==> config.mk <==
export PLATFORM = sky130hd
export DESIGN_NAME = intr_ctrl
export DESIGN_NICKNAME = d
export VERILOG_FILES = /design/src/rtl/includes.sv /design/src/rtl/intr_ctrl_sync.sv /design/src/rtl/intr_ctrl.sv
export SDC_FILE = /design/constraint.sdc
export NUM_CORES = 1
export LEC_CHECK = 0
export CELL_PAD_IN_SITES_DETAIL_PLACEMENT = 1
export CELL_PAD_IN_SITES_GLOBAL_PLACEMENT = 1
export CORE_UTILIZATION = 28
export DETAILED_ROUTE_END_ITERATION = 8
export GPL_TIMING_DRIVEN = 0
export PLACE_DENSITY_LB_ADDON = 0.1
export SETUP_SLACK_MARGIN = 0.4
export SLEW_MARGIN = 20
export SYNTH_ARGS = -nofsm -noshare
export SYNTH_HDL_FRONTEND = slang
export SYNTH_SLANG_ARGS = --single-unit
==> constraint.sdc <==
create_clock -name clk -period 2.1 [get_ports clk]
set_input_delay 0.525 -clock clk [delete_from_list [all_inputs] [get_ports clk]]
set_output_delay 0.525 -clock clk [all_outputs]
set_load 0.01 [all_outputs]
==> src/rtl/includes.sv <==
// Shared constants and types for the interrupt controller.
package includes;

  localparam int W_HINT = 6;

  localparam logic [1:0] INTR_A_TRIG = 2'd0;
  localparam logic [1:0] INTR_A_PEND = 2'd1;
  localparam logic [1:0] INTR_A_CMP  = 2'd2;
  localparam logic [1:0] INTR_A_CNT  = 2'd3;

  typedef struct packed {
    logic        we;
    logic [1:0]  addr;
    logic [31:0] wdata;
  } intr_cfg_t;

endpackage

==> src/rtl/intr_ctrl_sync.sv <==
// One external line: SYNC_STAGES-deep synchroniser plus a delay flop for rise detection.
module intr_sync #(
  parameter int SYNC_STAGES = 2
) (
  input  logic clk,
  input  logic rst,
  input  logic d,
  output logic s,
  output logic rise
);

  logic [SYNC_STAGES-1:0] chain_q, chain_d;
  logic                   p_q, p_d;

  always_comb begin
    chain_d = {chain_q[SYNC_STAGES-2:0], d};
    p_d     = chain_q[SYNC_STAGES-1];
  end

  always_ff @(posedge clk or posedge rst) begin
    if (rst) begin
      chain_q <= '0;
      p_q     <= 1'b0;
    end else begin
      chain_q <= chain_d;
      p_q     <= p_d;
    end
  end

  assign s    = chain_q[SYNC_STAGES-1];
  assign rise = s & ~p_q;

endmodule

==> src/rtl/intr_ctrl.sv <==
// Interrupt source controller feeding CP0 Cause IP7..IP2.
// Count/Compare timer is built only when INTR_TIMER_EN is defined.
module intr_ctrl
  import includes::*;
#(
  parameter int N_EXT       = 5,
  parameter int SYNC_STAGES = 2
) (
  input  logic              clk,
  input  logic              rst,
  input  logic [N_EXT-1:0]  ext_irq,
  input  logic              cfg_we,
  input  logic [1:0]        cfg_addr,
  input  logic [31:0]       cfg_wdata,
  output logic [31:0]       cfg_rdata,
  output logic [W_HINT-1:0] hard_intr
);

  intr_cfg_t cfg;
  assign cfg.we    = cfg_we;
  assign cfg.addr  = cfg_addr;
  assign cfg.wdata = cfg_wdata;

  logic [N_EXT-1:0] s, rise;

  for (genvar i = 0; i < N_EXT; i++) begin : g_sync
    intr_sync #(.SYNC_STAGES(SYNC_STAGES)) u_sync (
      .clk  (clk),
      .rst  (rst),
      .d    (ext_irq[i]),
      .s    (s[i]),
      .rise (rise[i])
    );
  end

  logic [N_EXT-1:0] trig_q, trig_d;
  logic [N_EXT-1:0] pend_q, pend_d;
  logic [N_EXT-1:0] clr;
  logic             trig_wr;
  logic             tpend;

  always_comb begin
    trig_wr = cfg.we && (cfg.addr == INTR_A_TRIG);
    clr     = (cfg.we && (cfg.addr == INTR_A_PEND)) ? cfg.wdata[N_EXT-1:0] : '0;
    trig_d  = trig_wr ? cfg.wdata[N_EXT-1:0] : trig_q;
    // Edge bits hold until cleared, a new rise beating a same-cycle clear.
    pend_d  = (trig_q & ((pend_q & ~clr) | rise)) | (~trig_q & s);
    if (trig_wr) begin
      pend_d = pend_d & ~(trig_q ^ trig_d);
    end
  end

  always_ff @(posedge clk or posedge rst) begin
    if (rst) begin
      trig_q <= '0;
      pend_q <= '0;
    end else begin
      trig_q <= trig_d;
      pend_q <= pend_d;
    end
  end

`ifdef INTR_TIMER_EN
  logic [31:0] count_q, count_d;
  logic [31:0] cmp_q, cmp_d;
  logic [31:0] count_inc;
  logic        tpend_q, tpend_d;
  logic        cnt_wr, cmp_wr;

  always_comb begin
    cnt_wr    = cfg.we && (cfg.addr == INTR_A_CNT);
    cmp_wr    = cfg.we && (cfg.addr == INTR_A_CMP);
    count_inc = count_q + 32'd1;
    count_d   = cnt_wr ? cfg.wdata : count_inc;
    cmp_d     = cmp_wr ? cfg.wdata : cmp_q;
    tpend_d   = tpend_q;
    // Only a real increment can match; a COMPARE write always clears.
    if (cmp_wr) begin
      tpend_d = 1'b0;
    end else if (!cnt_wr && (count_inc == cmp_q)) begin
      tpend_d = 1'b1;
    end
  end

  always_ff @(posedge clk or posedge rst) begin
    if (rst) begin
      count_q <= '0;
      cmp_q   <= '0;
      tpend_q <= 1'b0;
    end else begin
      count_q <= count_d;
      cmp_q   <= cmp_d;
      tpend_q <= tpend_d;
    end
  end

  assign tpend = tpend_q;
`else
  logic unused_wdata;
  assign unused_wdata = ^cfg.wdata[31:N_EXT];
  assign tpend        = 1'b0;
`endif

  assign hard_intr = {tpend, pend_q};

  always_comb begin
    cfg_rdata = '0;
    case (cfg.addr)
      INTR_A_TRIG: cfg_rdata = {{(32-N_EXT){1'b0}}, trig_q};
      INTR_A_PEND: cfg_rdata = {{(32-W_HINT){1'b0}}, hard_intr};
`ifdef INTR_TIMER_EN
      INTR_A_CMP:  cfg_rdata = cmp_q;
      INTR_A_CNT:  cfg_rdata = count_q;
`endif
      default:     cfg_rdata = '0;
    endcase
  end

endmodule

==> out/qor.txt <==
detailed-route via count = 961
Die W = 69.81 µm
Post-CTS Hold Fix Bufs = 0
Slew Viols, Final = 0
vias per std cell = 4.233
Core Area = 4384 µm²
CP Capture Type = primary output
global-route wire length before repair = 4616 µm
Max Fclk = 609.1 MHz
Post-Synthesis Cells = 115
TNS Setup = 0 ns
area grow syn2layout = 42.47%
routability congestion estimate = 0.7213
LEAKAGE = 0.9008 nW
DR pass1 iterations = 4
Overflow after GRT = 0
vias in the first global route = 927
Hold Path Class = reg2reg
worst slew pin tran = 0.9281 ns
Max-slew headroom = 0.3806
I/O pin total = 80
Yosys warning count = 0
leading area contributor after synthesis = dfrtp_1
Startpoint Class = primary input
Seq cells post-synth = 25
overall global routing resource usage = 0.1220
Final Hold Vio Count = 0
Power Dens Cells = 645.7 nW/µm²
num rows = 24
clock sinks = 25
final instance area = 1834 µm²
initial antenna violation count = 0
worst reg2reg path startpoint = g_sync[2].u_sync.chain_q[1]$_DFF_PP0_
Die Ht = 69.81 µm
dpl ws = -0.6716 ns
Net count, final = 218
top post-synthesis cells by area = dfrtp_1, buf_4, mux2i_1, mux2_2, nor4bb_1
initial drt markers = 11
Unique masters post-synth = 25
H-tree depth = 1
CP Launch Point = cfg_addr[1]
fraction of layout cells with a size suffix above 1 = 0.3600
run status = finished, final reports clean
critical path data arrival time = 1.12 ns
post-route ant nets = 0
Initial Util = 0.2937
wire length per cell = 12.43 µm
I/O Buffers = 23
Tcrit/Tclk final = 0.7817
CP Max Fanout = 10
Peak VDD IR = 0.0002826 V
Num CTS Buffers = 3
final setup violation count = 0
Worst-path clk slew = 0.08 ns
clk root buf = clkbuf_8
placed inst area = 1684 µm²
Seq/Total Area, Yosys = 0.4859
drt drc = 0
clock tree buffer depth = 2
Worst Skew = 0.006116 ns
synthesized area per cell = 11.20 µm²
Tot Pwr = 1.184 mW
Max-Cap Viols = 0
CTS tree = done
r2r setup slk = 1.08 ns
Data required, critical path = 1.57 ns
hpwl dp = 2063 µm
final worst-path setup slack = 0.4583 ns
largest net degree at the start of global routing = 26
RSZ-0062 raised after global routing = false
Mapped Area = 1287 µm²
crit path time final = 1.642 ns
DRT Wirelength = 2822 µm
hold path start = g_sync[0].u_sync.chain_q[0]$_DFF_PP0_
die area = 4873 µm²
share of the synthesized area in the top cell type = 0.4859
Worst Setup Path Type = in2out
diode count = 0
clk_lat worst skew = 0.27 ns
cell type report:
type	instances	area [µm²]
buffer	32	264.0
clock buffer	4	45.04
fill	511	2550
inverter	2	7.507
multi-input combinational	83	563.0
sequential	25	625.6
tap	52	65.06
timing repair buffer	29	264.0
kinds of logic (layout without fill, tap and decap cells):
family,count (synthesis),count (layout),share of synthesized area
AND/OR/NAND/NOR,36,36,0.1837
buffers and inverters,34,67,0.1876
AO/OA/AOI/OAI,10,10,0.06607
multiplexers,9,9,0.07386
other,1,28,0.002913
flip-flops,25,25,0.4859
what timing repair did:
item,CTS,global route
gates cloned,1,0
setup endpoints to repair,19,4
gates resized for setup,46,2
setup buffers,1,4
pin swaps,1,0
synth_stat cells:
library cell  number
o21ai_0            1
a31o_2             4
and3b_1            1
and4b_1            1
conb_1             1
nor3b_2            1
nor2_1             5
inv_1              2
o32ai_1            4
buf_6              1
and4_1             1
nor4b_1            4
buf_4             28
mux2i_1            5
nor4bb_1           4
dfrtp_1           25
mux2_2             4
nand2b_1           4
buf_2              1
clkbuf_1           2
or4b_1             1
a311o_1            1
nand4b_1           1
nand2_1            9
nor2b_1            4
power by group:
| group | switching (mW) | total, mW | leakage, nW | internal [mW] |
|---|---|---|---|---|
| registers | 0.0435 | 0.580 | 0.294 | 0.537 |
| logic | 0.141 | 0.323 | 0.584 | 0.182 |
| clock network | 0.145 | 0.281 | 0.0228 | 0.136 |
| total | 0.330 | 1.18 | 0.901 | 0.855 |
layer usage:
layer	global-route usage	up-vias	share of wire
met1	0.1452	457	0.42
met3	0.02907	2	0.062
li1	-	467	-
met2	0.2147	35	0.51
met5	0	-	0
met4	0.04000	0	0.0071
path summary, 6_finish.rpt:
path                                                         end  cells after the start
min                        g_sync[0].u_sync.chain_q[1]$_DFF_PP0_                      0
max reg2reg                                  pend_q[2]$_DFF_PP0_                      2
min reg2reg                g_sync[0].u_sync.chain_q[1]$_DFF_PP0_                      0
max                                                 cfg_rdata[4]                      4
min in group asynchronous  g_sync[1].u_sync.chain_q[0]$_DFF_PP0_                      2
max in group asynchronous                    trig_q[2]$_DFF_PP0_                      2
worst max-delay path, cell delays in order:
cell and delay [ns]:
buf_4 0.15, clkbuf_8 0.17, nor2_1 0.12, clkbuf_2 0.14
registers in the layout, indices dropped and copies added (netlist names):
register               count
pend_q                     5
g_sync.u_sync.p_q          5
g_sync.u_sync.chain_q     10
trig_q                     5
metrics by stage:
step	utilization	std cells	hold WS [ns]
after global routing	0.4184	227	0.3621
after detailed placement	0.3841	217	0.3363
after global placement	0.3841	217	0.3321
final	0.4184	227	0.3538
after CTS	0.4112	223	0.3577
after floorplan	-	142	0.3312
placed cells by master (no fill, tap or decap), drive strengths merged, types with 5 or more instances in the layout:
cell and count:
clkdlybuf4s50 10, nand2 9, clkbuf 7, conb 28, dfrtp 25, mux2i 5, buf 40, dlygate4sd2 7
nor2 5
Note: power is estimated with default switching activity, not from simulation.
